## src/rtl/cmi_timeslot_monitor.sv

```systemverilog
// Receive-side checker for the CMI single-timeslot marker stream.
// Counts one-cycle marker pulses against an expected total and measures the
// marker-to-marker period against the programmed slot width (PER = width+2).
// Raises sticky flags for period errors, missing markers and surplus markers.
module cmi_timeslot_monitor #(
  parameter int CNT_W = 24,
  parameter int WID_W = 16
) (
  input  logic               clk,
  input  logic               rst,
  input  logic               arm,
  input  logic [WID_W-1:0]   width,
  input  logic [CNT_W-1:0]   expect_count,
  input  logic               marker,
  output logic               busy,
  output logic               done,
  output logic               period_err,
  output logic               timeout,
  output logic               overrun,
  output logic [CNT_W-1:0]   rx_count,
  output logic [WID_W+1:0]   last_period
);

  // Period arithmetic width: 2*(2^WID_W - 1 + 2) always fits in WID_W+2 bits.
  localparam int PW = WID_W + 2;

  typedef enum logic [1:0] {
    IDLE,
    WAIT_FIRST,
    TRACK,
    DONE
  } state_t;

  state_t            state_q, state_d;
  logic [WID_W-1:0]  w_q;
  logic [CNT_W-1:0]  n_q;
  logic [PW-1:0]     gap_q, gap_d;

  logic [CNT_W-1:0]  rx_d;
  logic [PW-1:0]     lp_d;
  logic              pe_d, to_d, ov_d, done_d;

  logic [PW-1:0]     per, lim, lim_m1, gap_inc;
  logic [CNT_W-1:0]  rx_inc;

  // Expected period and timeout limit derived from the width latched at arm.
  assign per     = PW'(w_q) + PW'(2);
  assign lim     = per << 1;
  assign lim_m1  = lim - PW'(1);

  // Free-running gap counter step, parked at the timeout limit.
  assign gap_inc = (gap_q >= lim) ? lim : gap_q + PW'(1);

  // Marker count step, parked at all-ones.
  assign rx_inc  = (rx_count == {CNT_W{1'b1}}) ? rx_count : rx_count + CNT_W'(1);

  // Only the two active states report busy; derived straight from the state register.
  assign busy    = (state_q == WAIT_FIRST) || (state_q == TRACK);

  // Next-state and next-status logic; arm overrides every state.
  always_comb begin
    // NOTE: every signal gets a default before any branch so no latch is inferred.
    state_d = state_q;
    gap_d   = gap_inc;
    rx_d    = rx_count;
    lp_d    = last_period;
    pe_d    = period_err;
    to_d    = timeout;
    ov_d    = overrun;
    done_d  = 1'b0;

    if (arm) begin
      gap_d   = '0;
      rx_d    = '0;
      lp_d    = '0;
      pe_d    = 1'b0;
      to_d    = 1'b0;
      ov_d    = 1'b0;
      if (expect_count == '0) begin
        state_d = DONE;
        done_d  = 1'b1;
      end else begin
        state_d = WAIT_FIRST;
      end
    end else begin
      unique case (state_q)
        WAIT_FIRST: begin
          if (marker) begin
            rx_d  = CNT_W'(1);
            gap_d = PW'(1);
            if (n_q == CNT_W'(1)) begin
              state_d = DONE;
              done_d  = 1'b1;
            end else begin
              state_d = TRACK;
            end
          end else if (gap_q == lim_m1) begin
            to_d    = 1'b1;
            state_d = IDLE;
          end
        end
        TRACK: begin
          if (marker) begin
            lp_d  = gap_q;
            if (gap_q != per) pe_d = 1'b1;
            rx_d  = rx_inc;
            gap_d = PW'(1);
            if (rx_inc == n_q) begin
              state_d = DONE;
              done_d  = 1'b1;
            end
          end else if (gap_q == lim_m1) begin
            to_d    = 1'b1;
            state_d = IDLE;
          end
        end
        DONE: begin
          if (marker) begin
            ov_d  = 1'b1;
            rx_d  = rx_inc;
            gap_d = PW'(1);
          end
        end
        default: ;  // IDLE: markers ignored, wait for arm
      endcase
    end
  end

  // State, counters and registered status outputs.
  // NOTE: the reset is asynchronous, so rst sits in the sensitivity list alongside clk.
  always_ff @(posedge clk or posedge rst) begin
    if (rst) begin
      state_q     <= IDLE;
      w_q         <= '0;
      n_q         <= '0;
      gap_q       <= '0;
      rx_count    <= '0;
      last_period <= '0;
      period_err  <= 1'b0;
      timeout     <= 1'b0;
      overrun     <= 1'b0;
      done        <= 1'b0;
    end else begin
      // NOTE: non-blocking assignments here so every register sees pre-edge values.
      state_q     <= state_d;
      gap_q       <= gap_d;
      rx_count    <= rx_d;
      last_period <= lp_d;
      period_err  <= pe_d;
      timeout     <= to_d;
      overrun     <= ov_d;
      done        <= done_d;
      if (arm) begin
        w_q <= width;
        n_q <= expect_count;
      end
    end
  end

endmodule
```

## config.mk

```make
export PLATFORM = sky130hd
export DESIGN_NAME = cmi_timeslot_monitor
export DESIGN_NICKNAME = d
export VERILOG_FILES = /design/src/rtl/cmi_timeslot_monitor.sv
export SDC_FILE = /design/constraint.sdc
export NUM_CORES = 1
export LEC_CHECK = 0
export ABC_AREA = 1
export BUFFER_PORTS_ARGS = -buffer_cell sky130_fd_sc_hd__buf_2
export CAP_MARGIN = 15
export CORE_MARGIN = 1
export CORE_UTILIZATION = 55
export DETAILED_ROUTE_END_ITERATION = 8
export PLACE_DENSITY = 0.85
export SYNTH_ARGS = -nofsm -noshare
export SYNTH_HDL_FRONTEND = slang
export SYNTH_SLANG_ARGS = --single-unit
```

## constraint.sdc

```tcl
create_clock -name clk -period 3.2 [get_ports clk]
set_input_delay 0.16 -clock clk [delete_from_list [all_inputs] [get_ports clk]]
set_output_delay 0.16 -clock clk [all_outputs]
set_load 0.03 [all_outputs]
```

==> flow_results.xml, run 1 <==
<?xml version="1.0" encoding="UTF-8"?>
<metrics>
  <group name="run_status">
    <metric name="outcome" unit="">finished clean</metric>
  </group>
  <group name="detailed_routing">
    <metric name="wl_met2" unit="µm">10570</metric>
    <metric name="wl_per_cell" unit="µm">15.25</metric>
    <metric name="wirelength" unit="µm">21190</metric>
    <metric name="wl_met3" unit="µm">1173</metric>
    <metric name="drtPass1Iterations" unit="">5</metric>
    <metric name="vias" unit="">7781</metric>
    <metric name="remaining_drc_errors" unit="">0</metric>
    <metric name="postRouteAntennaNets" unit="">0</metric>
    <metric name="drt_iter0_markers" unit="">786</metric>
    <metric name="vias_per_cell" unit="">5.602</metric>
    <metric name="detail_route.wirelength.met1" unit="µm">8761</metric>
    <metric name="top_layer_reached_by_signal_wires" unit="">met4</metric>
  </group>
  <group name="die">
    <metric name="fp-row-count" unit="">42</metric>
    <metric name="starting_density" unit="%">56.73</metric>
    <metric name="die_w" unit="µm">119.3</metric>
    <metric name="design.die.area" unit="µm²">14240</metric>
    <metric name="io-pin-count" unit="">91</metric>
    <metric name="chipHeight" unit="µm">119.3</metric>
    <metric name="core-area" unit="µm²">13350</metric>
  </group>
  <group name="place">
    <metric name="numPortBuffers" unit="">90</metric>
    <metric name="half_perimeter_wire_length_after_placement" unit="µm">15980</metric>
    <metric name="dpl_worst_slack" unit="ns">0.1936</metric>
    <metric name="routabilityCongestion" unit="">0.9269</metric>
  </group>
  <group name="sta">
    <metric name="largest_clock_skew_in_the_final_design" unit="ns">0.01266</metric>
    <metric name="finalCritPeriodShare" unit="%">90.72</metric>
    <metric name="timing.final.setup_violations" unit="">0</metric>
    <metric name="period_needed" unit="ns">2.903</metric>
    <metric name="drv_slew" unit="">0</metric>
    <metric name="worstMarginPinSlew" unit="ns">0.8522</metric>
    <metric name="slew-limit-headroom" unit="%">42.98</metric>
    <metric name="timing.final.hold_violations" unit="">0</metric>
    <metric name="rsz0062_at_grt" unit="">false</metric>
    <metric name="summed_negative_setup_slack_over_all_endpoints" unit="ns">0</metric>
    <metric name="max_freq" unit="MHz">344.5</metric>
    <metric name="layout_setup_ws" unit="ns">0.2970</metric>
  </group>
  <group name="clocking">
    <metric name="cts.reportedPaths.clkPinSlew" unit="ns">0.08</metric>
    <metric name="clock_insertion_delay_worst_skew" unit="ns">0.37</metric>
    <metric name="htree_levels" unit="">3</metric>
    <metric name="tritoncts" unit="">yes</metric>
    <metric name="maximum_clock_insertion_buffer_count" unit="">2</metric>
    <metric name="cts_made_buffers" unit="">9</metric>
    <metric name="cts_sinks" unit="">106</metric>
    <metric name="clock-root-buffer" unit="">sky130_fd_sc_hd__clkbuf_16</metric>
  </group>
  <group name="worst_setup_path">
    <metric name="worst_setup_start_kind" unit="">flip-flop</metric>
    <metric name="crit_path_end_kind" unit="">flip-flop</metric>
    <metric name="criticalPathCategory" unit="">reg2reg</metric>
    <metric name="worstPathRequired" unit="ns">3.50</metric>
    <metric name="timing.critical_path.fanout_max" unit="">36</metric>
    <metric name="worst_endpoint_data_arrival_time" unit="ns">3.21</metric>
  </group>
  <group name="synth">
    <metric name="ys_warn_count" unit="">0</metric>
    <metric name="synth_fp_nets" unit="">1191</metric>
    <metric name="synthesis.area_per_instance" unit="µm²">6.755</metric>
    <metric name="postSynthRegisterBits" unit="">106</metric>
    <metric name="netlist_instances" unit="">1121</metric>
    <metric name="syn_area" unit="µm²">7572</metric>
    <metric name="async_reset_ff_share" unit="%">100.0</metric>
    <metric name="share_of_the_yosys_chip_area_belonging_to_registers" unit="%">35.03</metric>
    <metric name="synth.lib_cells_used.distinct" unit="">43</metric>
    <metric name="synth-edff-count" unit="">0</metric>
    <metric name="synth_flop_cell" unit="">sky130_fd_sc_hd__dfrtp_1</metric>
  </group>
  <group name="layout">
    <metric name="final_layout_size_suffix_gt1_share" unit="%">14.10</metric>
    <metric name="final_nets" unit="">1278</metric>
    <metric name="area.growth.synth_to_final" unit="%">13.24</metric>
    <metric name="antenna_cells" unit="">0</metric>
  </group>
  <group name="global_routing">
    <metric name="largest_net_degree_at_the_start_of_global_routing" unit="">63</metric>
    <metric name="grt_antenna_before_repair" unit="">0</metric>
    <metric name="grt_first_pass_wirelength" unit="µm">34630</metric>
    <metric name="first_global_vias" unit="">7326</metric>
    <metric name="grt_overflow" unit="">0</metric>
    <metric name="globalRouteTotalUtil" unit="%">31.01</metric>
  </group>
  <group name="power">
    <metric name="powerDensity" unit="nW/µm²">459.1</metric>
    <metric name="static-leakage-power" unit="nW">4.285</metric>
    <metric name="vdd_drop_max" unit="mV">0.3189</metric>
  </group>
  <group name="run">
    <metric name="maxCapViolCount" unit="">0</metric>
  </group>
  <group name="worst_hold_path">
    <metric name="hold_class" unit="">in2reg</metric>
  </group>
</metrics>
[per-layer routing]
layer | vias up | GRT usage, %
met5 | - | 0
met4 | 0 | 13.52
met3 | 48 | 4.837
met2 | 271 | 53.74
met1 | 3643 | 38.10
li1 | 3819 | -
[where the power goes]
group / internal, W / total [W] / switching [W]
sequential: 0.00145 / 0.00157 / 0.000126
clock: 0.000622 / 0.00118 / 0.000562
combinational: 0.000392 / 0.00118 / 0.000786
total: 0.00246 / 0.00394 / 0.00147
[stage by stage]
step / instances / total power [W] / hold WS, ns / utilization [%] / instance area [µm²]
floorplan: 1121 / 0.002405 / 0.2767 / - / 7572
detailed placement: 1371 / 0.002738 / 0.3733 / 61.69 / 8234
finish: 1389 / 0.003936 / 0.008504 / 64.24 / 8574
global placement: 1371 / 0.002710 / 0.3695 / 61.69 / 8234
global route: 1389 / 0.004158 / 0.007691 / 64.24 / 8574
CTS: 1389 / 0.003931 / 0.001952 / 64.14 / 8561
[logic make-up (layout without fill, tap and decap cells)]
family          Yosys count  in the layout  share of synthesized area [%]
flops                   106            106                          35.03
compound gates          159            159                          11.57
xor+xnor                 30             30                          3.569
fa+ha+maj                26             26                          4.296
simple gates            629            629                          36.90
buf+inv                 171            263                          8.642
[flip-flops by register name, summed over array words and instances (netlist names)]
register,flops
period_err,1
done,1
rx_count,24
w_q,16
timeout,1
state_q,2
n_q,24
gap_q,18
last_period,18
overrun,1
[area by class of cell]
type	instances	area, µm²
Fill cell	1213	4773
Multi-Input combinational cell	844	4277
Sequential cell	106	2654
Timing Repair Buffer	103	573.1
Inverter	144	544.3
Clock buffer	9	225.2
Tap cell	176	220.2
Clock inverter	7	81.33
[path summary, 6_finish.rpt]
check | cells past startpoint | startpoint | end | slack, ns
max | 19 | rx_count[1]$_DFFE_PP0P_ | state_q[0]$_DFFE_PP0P_ | 0.30
min | 3 | expect_count[5] | n_q[5]$_DFFE_PP0P_ | 0.009
min in group asynchronous | 3 | rst | gap_q[1]$_DFF_PP0_ | 0.49
max in group asynchronous | 4 | rst | rx_count[22]$_DFFE_PP0P_ | 1.99
max reg2reg | 19 | rx_count[1]$_DFFE_PP0P_ | state_q[0]$_DFFE_PP0P_ | 0.30
min reg2reg | 1 | overrun$_DFFE_PP0P_ | overrun$_DFFE_PP0P_ | 0.51
[synthesized netlist by cell type, types with 5 or more instances]
cell type,instances,area [µm²]
sky130_fd_sc_hd__dfrtp_1,106,2653
sky130_fd_sc_hd__inv_1,139,521.8
sky130_fd_sc_hd__nand3_2,5,50.05
sky130_fd_sc_hd__nand4_1,26,162.7
sky130_fd_sc_hd__nand3_1,82,410.4
sky130_fd_sc_hd__a211oi_1,8,60.06
sky130_fd_sc_hd__nand2_2,16,100.1
sky130_fd_sc_hd__nor3b_1,7,52.55
sky130_fd_sc_hd__xor2_1,24,210.2
sky130_fd_sc_hd__ha_1,26,325.3
sky130_fd_sc_hd__nor2_4,7,78.83
sky130_fd_sc_hd__nor4_1,9,56.30
sky130_fd_sc_hd__nor2_1,104,390.4
sky130_fd_sc_hd__o22ai_1,24,150.1
sky130_fd_sc_hd__or2_2,6,37.54
sky130_fd_sc_hd__xnor2_1,5,43.79
sky130_fd_sc_hd__o21ai_0,91,455.4
sky130_fd_sc_hd__a21oi_1,23,115.1
sky130_fd_sc_hd__nor2_2,7,43.79
sky130_fd_sc_hd__nand2_1,344,1291
sky130_fd_sc_hd__clkbuf_1,20,75.07
sky130_fd_sc_hd__nor3_1,8,40.04
[worst max-delay path, stage by stage, from the launching register on]
cell	delay, ns
sky130_fd_sc_hd__dfrtp_1	0.43
sky130_fd_sc_hd__ha_1	0.32
sky130_fd_sc_hd__nand2_2	0.14
sky130_fd_sc_hd__nor2_8	0.16
sky130_fd_sc_hd__nand2_4	0.09
sky130_fd_sc_hd__nor2_4	0.17
sky130_fd_sc_hd__nand2_4	0.25
sky130_fd_sc_hd__nand2_1	0.20
sky130_fd_sc_hd__inv_1	0.08
sky130_fd_sc_hd__nand2_1	0.06
sky130_fd_sc_hd__nand3_1	0.07
sky130_fd_sc_hd__nor2_1	0.12
sky130_fd_sc_hd__nand3_1	0.08
sky130_fd_sc_hd__nor2_1	0.18
sky130_fd_sc_hd__nand2_1	0.12
sky130_fd_sc_hd__nand3_2	0.08
sky130_fd_sc_hd__nand2_2	0.08
sky130_fd_sc_hd__nor2_1	0.09
sky130_fd_sc_hd__nand2_1	0.05
sky130_fd_sc_hd__nand2_1	0.05
[placed cells by master, fill, tap and decap left out, types with 3 or more instances in the layout]
cell and count:
sky130_fd_sc_hd__nor3_1 8, sky130_fd_sc_hd__nor4_1 9, sky130_fd_sc_hd__xnor2_1 5, sky130_fd_sc_hd__nand2_1 344, sky130_fd_sc_hd__a21oi_1 23, sky130_fd_sc_hd__nand2_2 16
sky130_fd_sc_hd__ha_1 25, sky130_fd_sc_hd__nand3_2 5, sky130_fd_sc_hd__buf_2 90, sky130_fd_sc_hd__clkbuf_16 9, sky130_fd_sc_hd__nor2_1 103, sky130_fd_sc_hd__nor2_2 8
sky130_fd_sc_hd__a211oi_1 8, sky130_fd_sc_hd__o21ai_0 91, sky130_fd_sc_hd__o22ai_1 24, sky130_fd_sc_hd__nand3b_1 3, sky130_fd_sc_hd__buf_4 9, sky130_fd_sc_hd__inv_1 138
sky130_fd_sc_hd__inv_2 3, sky130_fd_sc_hd__dfrtp_1 105, sky130_fd_sc_hd__nand4_1 26, sky130_fd_sc_hd__inv_6 5, sky130_fd_sc_hd__nor2_4 7, sky130_fd_sc_hd__xor2_1 24
sky130_fd_sc_hd__nor3b_1 7, sky130_fd_sc_hd__or2_2 6, sky130_fd_sc_hd__nand3_1 82
[what timing repair did]
| action | 4_1_cts | 5_1_grt |
|---|---|---|
| setup endpoints to repair | 0 | 17 |
| gates resized for setup | 0 | 5 |
| hold endpoints to repair | 62 | 0 |
| hold buffers | 2 | 0 |
| buffers inserted | 0 | 0 |
(Power assumes the default switching activity.)
==> inputs of run 2 (changes only) <==
Settings changed: CORE_UTILIZATION 55 to 45, PLACE_DENSITY 0.85 to 0.73.
==> run 2 against run 1 <==
Maximum frequency is 1.1% higher. Cell area is 0.85% higher. Setup slack better by 0.031 ns. Global-route usage is 5.2 points lower. Cell count is 3.4% higher. Die area is 22% higher. First-iteration DRC count is 23% lower. Via count is 1.6% lower. Utilization is 12 points lower. Count of clock-buffer cells in the layout is 2 higher. Clock skew is 0.0028 ns lower. Flip-flop and latch count stayed put. Largest power group unchanged.
==> flow_results.xml, run 2 (synthesis results as in run 1) <==
<?xml version="1.0" encoding="UTF-8"?>
<metrics>
  <group name="detailed_routing">
    <metric name="vias_per_cell" unit="">5.329</metric>
    <metric name="remaining_drc_errors" unit="">0</metric>
    <metric name="vias" unit="">7653</metric>
    <metric name="postRouteAntennaNets" unit="">0</metric>
    <metric name="wl_per_cell" unit="µm">14.79</metric>
    <metric name="drt_iter0_markers" unit="">605</metric>
    <metric name="wirelength" unit="µm">21230</metric>
    <metric name="drtPass1Iterations" unit="">6</metric>
  </group>
  <group name="sta">
    <metric name="largest_clock_skew_in_the_final_design" unit="ns">0.009827</metric>
    <metric name="max_freq" unit="MHz">348.2</metric>
    <metric name="drv_slew" unit="">0</metric>
    <metric name="timing.final.setup_violations" unit="">0</metric>
    <metric name="slew-limit-headroom" unit="%">47.01</metric>
    <metric name="finalCritPeriodShare" unit="%">89.75</metric>
    <metric name="worstMarginPinSlew" unit="ns">0.7949</metric>
    <metric name="timing.final.hold_violations" unit="">0</metric>
    <metric name="period_needed" unit="ns">2.872</metric>
  </group>
  <group name="clocking">
    <metric name="tritoncts" unit="">yes</metric>
    <metric name="htree_levels" unit="">3</metric>
    <metric name="postCtsSetupBuffers" unit="">0</metric>
    <metric name="maximum_clock_insertion_buffer_count" unit="">2</metric>
    <metric name="cts_made_buffers" unit="">9</metric>
    <metric name="cts_sinks" unit="">106</metric>
    <metric name="clock-root-buffer" unit="">sky130_fd_sc_hd__clkbuf_16</metric>
    <metric name="cts.reportedPaths.clkPinSlew" unit="ns">0.07</metric>
    <metric name="clock_insertion_delay_worst_skew" unit="ns">0.37</metric>
  </group>
  <group name="layout">
    <metric name="reg_top3" unit="">n_q: 24 flops, rx_count: 24 flops</metric>
    <metric name="layout_commonest_cell" unit="">sky130_fd_sc_hd__nand2_1</metric>
    <metric name="final_core_util" unit="%">52.33</metric>
    <metric name="final_cell_area" unit="µm²">8647</metric>
    <metric name="area.growth.synth_to_final" unit="%">14.19</metric>
    <metric name="fillers" unit="">1610</metric>
    <metric name="final_layout_size_suffix_gt1_share" unit="%">14.39</metric>
    <metric name="layout_common_cells" unit="">sky130_fd_sc_hd__nand2_1, sky130_fd_sc_hd__inv_1, sky130_fd_sc_hd__dfrtp_1, sky130_fd_sc_hd__nor2_1, sky130_fd_sc_hd__o21ai_0</metric>
    <metric name="antenna_cells" unit="">0</metric>
    <metric name="final_nets" unit="">1281</metric>
  </group>
  <group name="die">
    <metric name="starting_density" unit="%">45.82</metric>
    <metric name="chipHeight" unit="µm">131.7</metric>
    <metric name="die_w" unit="µm">131.7</metric>
    <metric name="fp-row-count" unit="">47</metric>
    <metric name="core-area" unit="µm²">16520</metric>
    <metric name="io-pin-count" unit="">91</metric>
    <metric name="design.die.area" unit="µm²">17350</metric>
  </group>
  <group name="global_routing">
    <metric name="globalRouteTotalUtil" unit="%">25.80</metric>
    <metric name="grt_overflow" unit="">0</metric>
    <metric name="grt_antenna_before_repair" unit="">0</metric>
    <metric name="first_global_vias" unit="">7287</metric>
    <metric name="largest_net_degree_at_the_start_of_global_routing" unit="">62</metric>
    <metric name="grt_first_pass_wirelength" unit="µm">35580</metric>
  </group>
  <group name="worst_setup_path">
    <metric name="criticalPathCategory" unit="">reg2reg</metric>
    <metric name="worst_endpoint_data_arrival_time" unit="ns">3.13</metric>
    <metric name="crit_path_end_kind" unit="">flip-flop</metric>
    <metric name="worstPathRequired" unit="ns">3.46</metric>
    <metric name="worst_setup_start_kind" unit="">flip-flop</metric>
    <metric name="timing.critical_path.fanout_max" unit="">20</metric>
  </group>
  <group name="run_status">
    <metric name="outcome" unit="">finished clean</metric>
  </group>
  <group name="place">
    <metric name="numPortBuffers" unit="">90</metric>
    <metric name="placed_area" unit="µm²">8319</metric>
    <metric name="half_perimeter_wire_length_after_placement" unit="µm">16420</metric>
    <metric name="routabilityCongestion" unit="">0.9519</metric>
  </group>
  <group name="power">
    <metric name="powerDensity" unit="nW/µm²">450.0</metric>
    <metric name="static-leakage-power" unit="nW">4.301</metric>
    <metric name="vdd_drop_max" unit="mV">0.2968</metric>
  </group>
  <group name="run">
    <metric name="maxCapViolCount" unit="">0</metric>
  </group>
  <group name="worst_hold_path">
    <metric name="hold_class" unit="">in2reg</metric>
  </group>
</metrics>
## run 2: changes by cell type in the layout (fill, tap and decap cells not counted), sizes merged
cell         previous run  this run
buf                   101       105
clkbuf                  9        11
inv                   147       145
bufinv                  1         0
clkinv                  2         3
dlygate4sd3             2         1
## run 2: worst paths after layout
check | startpoint | cells after the start | to | slack, ns
max reg2reg | w_q[2]$_DFFE_PP0P_ | 18 | gap_q[2]$_DFF_PP0_ | 0.33
min | expect_count[5] | 3 | n_q[5]$_DFFE_PP0P_ | 0.01
max | w_q[2]$_DFFE_PP0P_ | 18 | gap_q[2]$_DFF_PP0_ | 0.33
max in group asynchronous | rst | 4 | n_q[4]$_DFFE_PP0P_ | 1.94
min in group asynchronous | rst | 3 | last_period[1]$_DFFE_PP0P_ | 0.47
min reg2reg | last_period[14]$_DFFE_PP0P_ | 2 | last_period[14]$_DFFE_PP0P_ | 0.51
## run 2: what timing repair did
action                     4_1_cts  5_1_grt
gates resized for setup          0        6
hold buffers                     1        0
setup endpoints to repair        0       12
hold endpoints to repair        60        0
## run 2: area by class of cell
class | instances | area (µm²) | area share (%)
Clock buffer | 11 | 252.7 | 2.923
Sequential cell | 106 | 2654 | 30.69
Multi-Input combinational cell | 844 | 4284 | 49.54
Timing Repair Buffer | 106 | 593.1 | 6.859
Inverter | 144 | 544.3 | 6.294
Clock inverter | 5 | 43.79 | 0.5064
Tap cell | 220 | 275.3 | 3.183
## run 2: stage by stage
stage | cells | TNS, ns | total power (W) | setup slack [ns] | hold slack, ns
2_1_floorplan | 1121 | 0 | 0.002405 | 0.2511 | 0.2767
3_3_place_gp | 1419 | 0 | 0.002735 | 0.2855 | 0.3648
3_5_place_dp | 1419 | 0 | 0.002757 | 0.1661 | 0.3689
4_1_cts | 1436 | 0 | 0.003894 | 0.1424 | 0.004107
5_1_grt | 1436 | -0.0003655 | 0.004143 | -0.0003655 | 0.01747
6_report | 1436 | 0 | 0.003891 | 0.3279 | 0.01360
## run 2: power by group
group,switching [W],total [W],leakage [nW],internal (W)
Clock,0.000552,0.00114,0.146,0.000584
Combinational,0.000783,0.00118,2.76,0.000398
Sequential,0.000126,0.00157,1.39,0.00145
## run 2: critical path: stages (launching register included)
cell                       delay [ns]
sky130_fd_sc_hd__dfrtp_2         0.41
sky130_fd_sc_hd__ha_1            0.26
sky130_fd_sc_hd__nand3_4         0.14
sky130_fd_sc_hd__nor2_2          0.12
sky130_fd_sc_hd__nand2_1         0.06
sky130_fd_sc_hd__nand2_1         0.15
sky130_fd_sc_hd__inv_1           0.11
sky130_fd_sc_hd__ha_1            0.28
sky130_fd_sc_hd__nand2_1         0.07
sky130_fd_sc_hd__nor2_1          0.13
sky130_fd_sc_hd__o21ai_0         0.12
sky130_fd_sc_hd__a31oi_1         0.18
sky130_fd_sc_hd__o21bai_1        0.08
sky130_fd_sc_hd__nand2_1         0.06
sky130_fd_sc_hd__nand2_1         0.06
sky130_fd_sc_hd__nand2_2         0.12
sky130_fd_sc_hd__buf_8           0.18
sky130_fd_sc_hd__a21oi_1         0.05
sky130_fd_sc_hd__nor3b_1         0.19
## run 2: metal layers
layer	up-vias	wire, µm	track usage, %
met2	228	10050	43.30
met3	50	1040	3.549
met4	0	841	12.47
li1	3812	-	-
met1	3563	9305	32.75
met5	-	0	0
==> inputs of run 3 (changes only) <==
Settings changed: PLACE_DENSITY 0.73 to 0.67.
Clock period 3.2 ns to 3.1 ns, I/O delays scaled along.
==> run 3 against run 2 <==
Total power grew 5.6%. Clock power grew 9.6%. Register-to-register slack lost 0.08 ns. Global-route usage grew 0.49 points. Clock skew grew 0.0012 ns. Cell area grew 0.80%. Flip-flop and latch count is the same. Setup slack lost 0.075 ns. Wire length grew 3.4%. Via count grew 0.95%. Utilization grew 0.42 points. Non-clock buffer count grew 5. Critical path type unchanged. Critical endpoint is now gap_q[1]$_DFF_PP0_. Largest cell class unchanged.
==> flow_results.xml, run 3 (synthesis results as in run 1) <==
<?xml version="1.0" encoding="UTF-8"?>
<metrics>
  <group name="run_status">
    <metric name="outcome" unit="">finished clean</metric>
  </group>
  <group name="worst_hold_path">
    <metric name="hold_class" unit="">in2reg</metric>
    <metric name="worst_hold_startpoint" unit="">width[13]</metric>
  </group>
  <group name="detailed_routing">
    <metric name="wl_per_cell" unit="µm">15.23</metric>
    <metric name="drtPass1Iterations" unit="">5</metric>
    <metric name="drt_iter0_markers" unit="">503</metric>
    <metric name="postRouteAntennaNets" unit="">0</metric>
    <metric name="vias_per_cell" unit="">5.362</metric>
    <metric name="remaining_drc_errors" unit="">0</metric>
    <metric name="wirelength" unit="µm">21950</metric>
    <metric name="vias" unit="">7726</metric>
  </group>
  <group name="clocking">
    <metric name="cts.reportedPaths.clkPinSlew" unit="ns">0.08</metric>
    <metric name="cts_sinks" unit="">106</metric>
    <metric name="cts_made_buffers" unit="">9</metric>
    <metric name="clock_insertion_delay_worst_skew" unit="ns">0.37</metric>
    <metric name="clock-root-buffer" unit="">sky130_fd_sc_hd__clkbuf_16</metric>
    <metric name="maximum_clock_insertion_buffer_count" unit="">2</metric>
    <metric name="tritoncts" unit="">yes</metric>
    <metric name="htree_levels" unit="">3</metric>
  </group>
  <group name="sta">
    <metric name="timing.final.hold_violations" unit="">0</metric>
    <metric name="finalCritPeriodShare" unit="%">91.84</metric>
    <metric name="timing.final.setup_violations" unit="">0</metric>
    <metric name="largest_clock_skew_in_the_final_design" unit="ns">0.01106</metric>
    <metric name="drv_slew" unit="">0</metric>
    <metric name="worstMarginPinSlew" unit="ns">0.8265</metric>
    <metric name="max_freq" unit="MHz">351.2</metric>
    <metric name="slew-limit-headroom" unit="%">44.70</metric>
    <metric name="period_needed" unit="ns">2.847</metric>
  </group>
  <group name="layout">
    <metric name="final_nets" unit="">1286</metric>
    <metric name="final_core_util" unit="%">52.74</metric>
    <metric name="reg_top3" unit="">n_q: 24 flops, rx_count: 24 flops</metric>
    <metric name="area_of_the_multi_input_gates" unit="µm²">4292</metric>
    <metric name="fin_cells" unit="">1441</metric>
    <metric name="ff_latch_area" unit="µm²">2654</metric>
    <metric name="fillers" unit="">1651</metric>
    <metric name="area.growth.synth_to_final" unit="%">15.10</metric>
    <metric name="layout_commonest_cell" unit="">sky130_fd_sc_hd__nand2_1</metric>
    <metric name="layout_common_cells" unit="">sky130_fd_sc_hd__nand2_1, sky130_fd_sc_hd__inv_1, sky130_fd_sc_hd__dfrtp_1, sky130_fd_sc_hd__nor2_1, sky130_fd_sc_hd__o21ai_0</metric>
    <metric name="antenna_cells" unit="">0</metric>
    <metric name="final_layout_size_suffix_gt1_share" unit="%">14.74</metric>
  </group>
  <group name="die">
    <metric name="starting_density" unit="%">45.82</metric>
    <metric name="chipHeight" unit="µm">131.7</metric>
    <metric name="die_w" unit="µm">131.7</metric>
    <metric name="io-pin-count" unit="">91</metric>
    <metric name="fp-row-count" unit="">47</metric>
    <metric name="core-area" unit="µm²">16520</metric>
    <metric name="design.die.area" unit="µm²">17350</metric>
  </group>
  <group name="place">
    <metric name="placed_cells" unit="">1419</metric>
    <metric name="half_perimeter_wire_length_after_placement" unit="µm">16910</metric>
    <metric name="numPortBuffers" unit="">90</metric>
    <metric name="routabilityCongestion" unit="">0.9380</metric>
  </group>
  <group name="worst_setup_path">
    <metric name="cpMaxStageDelayCell" unit="">sky130_fd_sc_hd__dfrtp_1</metric>
    <metric name="worst_endpoint_data_arrival_time" unit="ns">3.10</metric>
    <metric name="timing.critical_path.slowest_cell_delay" unit="ns">0.49</metric>
    <metric name="worstPathCellList" unit="">nand2_2, nor2_4, nand3_1, nand2_2, inv_1, ha_1, nand2_1, nor2_1, o21ai_0, a31oi_1, o21bai_1, nand2_1, nand2_1, nand2_2, clkbuf_4, nor2_1, a211oi_1</metric>
    <metric name="worstPathRequired" unit="ns">3.36</metric>
    <metric name="worst_setup_start_kind" unit="">flip-flop</metric>
    <metric name="criticalPathCategory" unit="">reg2reg</metric>
    <metric name="timing.critical_path.fanout_max" unit="">9</metric>
    <metric name="cp-startpoint" unit="">w_q[4]$_DFFE_PP0P_</metric>
    <metric name="crit_path_end_kind" unit="">flip-flop</metric>
    <metric name="worst_r2r_startpoint" unit="">w_q[4]$_DFFE_PP0P_</metric>
  </group>
  <group name="power">
    <metric name="sequentialPowerShare" unit="%">39.7</metric>
    <metric name="power_switching" unit="W">0.001526</metric>
    <metric name="clkPwrFrac" unit="%">30.5</metric>
    <metric name="power.switching_fraction" unit="%">37.14</metric>
    <metric name="powerDensity" unit="nW/µm²">471.3</metric>
    <metric name="vdd_drop_max" unit="mV">0.3307</metric>
    <metric name="p_int" unit="W">0.002582</metric>
    <metric name="static-leakage-power" unit="nW">4.325</metric>
    <metric name="power.combinational.fraction" unit="%">29.8</metric>
  </group>
  <group name="global_routing">
    <metric name="largest_net_degree_at_the_start_of_global_routing" unit="">62</metric>
    <metric name="globalRouteTotalUtil" unit="%">26.29</metric>
    <metric name="grt_antenna_before_repair" unit="">0</metric>
    <metric name="grt_overflow" unit="">0</metric>
    <metric name="grt_first_pass_wirelength" unit="µm">36180</metric>
    <metric name="first_global_vias" unit="">7442</metric>
  </group>
  <group name="run">
    <metric name="maxCapViolCount" unit="">0</metric>
  </group>
</metrics>
run 3: changes by cell type in the layout (fill, tap and decap cells not counted), sizes merged:
cell	delta
clkinv	+1
inv	-2
buf	+1
bufinv	+1
clkbuf	+1
dlygate4sd3	+3
run 3: what timing repair did:
| item | 4_1_cts | 5_1_grt |
|---|---|---|
| endpoints found under the setup margin | 0 | 19 |
| gates resized for setup | 0 | 10 |
| setup buffers | 0 | 1 |
| hold endpoints to repair | 62 | 0 |
| hold buffers | 4 | 0 |
run 3: cell type report:
class                           count  share of cell area, %
Clock buffer                       11                  2.900
Clock inverter                      5                 0.6891
Inverter                          144                  6.245
Multi-Input combinational cell    844                  49.24
Sequential cell                   106                  30.45
Tap cell                          220                  3.158
Timing Repair Buffer              111                  7.321
run 3: path summary, 6_finish.rpt:
| path | endpoint | slack, ns | depth (start not counted) |
|---|---|---|---|
| max | gap_q[1]$_DFF_PP0_ | 0.25 | 17 |
| min | w_q[13]$_DFFE_PP0P_ | 0.01 | 3 |
| max reg2reg | gap_q[1]$_DFF_PP0_ | 0.25 | 17 |
| min reg2reg | timeout$_DFFE_PP0P_ | 0.50 | 2 |
| max in group asynchronous | done$_DFF_PP0_ | 1.89 | 4 |
| min in group asynchronous | last_period[0]$_DFFE_PP0P_ | 0.50 | 3 |
run 3: worst max-delay path: cells and delay by family, from the launching register on:
| kind | cells | cell delay, ns |
|---|---|---|
| simple gates | 10 | 1.05 |
| compound gates | 4 | 0.55 |
| flops | 1 | 0.49 |
| buf+inv | 2 | 0.34 |
| fa+ha+maj | 1 | 0.31 |
run 3: stage by stage:
stage / power [W] / setup TNS, ns / hold WS, ns / setup slack (ns) / area [µm²]
after floorplan: 0.002483 / 0 / 0.2717 / 0.1561 / 7572
after global placement: 0.002824 / 0 / 0.3657 / 0.3045 / 8319
after detailed placement: 0.002842 / 0 / 0.3752 / 0.1778 / 8319
after CTS: 0.004091 / 0 / 0.0002554 / 0.1608 / 8672
after global routing: 0.004349 / -0.005918 / 0.02349 / -0.005918 / 8716
final: 0.004108 / 0 / 0.01034 / 0.2528 / 8716
run 3: layer usage:
layer | wire (µm) | share of wire [%] | vias to the layer above | GRT usage, %
li1 | - | - | 3833 | -
met1 | 9712 | 44 | 3628 | 33.08
met2 | 10600 | 48 | 226 | 45.33
met3 | 943 | 4.3 | 39 | 3.279
met4 | 686 | 3.1 | 0 | 11.30
met5 | 0 | 0 | - | 0
run 3: power groups by stage:
stage               registers [W]  clock network, W  logic (W)
detailed placement        0.00165                 0    0.00119
floorplan                 0.00166                 0   0.000822
CTS                       0.00163           0.00126    0.00120
global route              0.00165           0.00132    0.00138
finish                    0.00163           0.00125    0.00122
global placement          0.00165                 0    0.00117
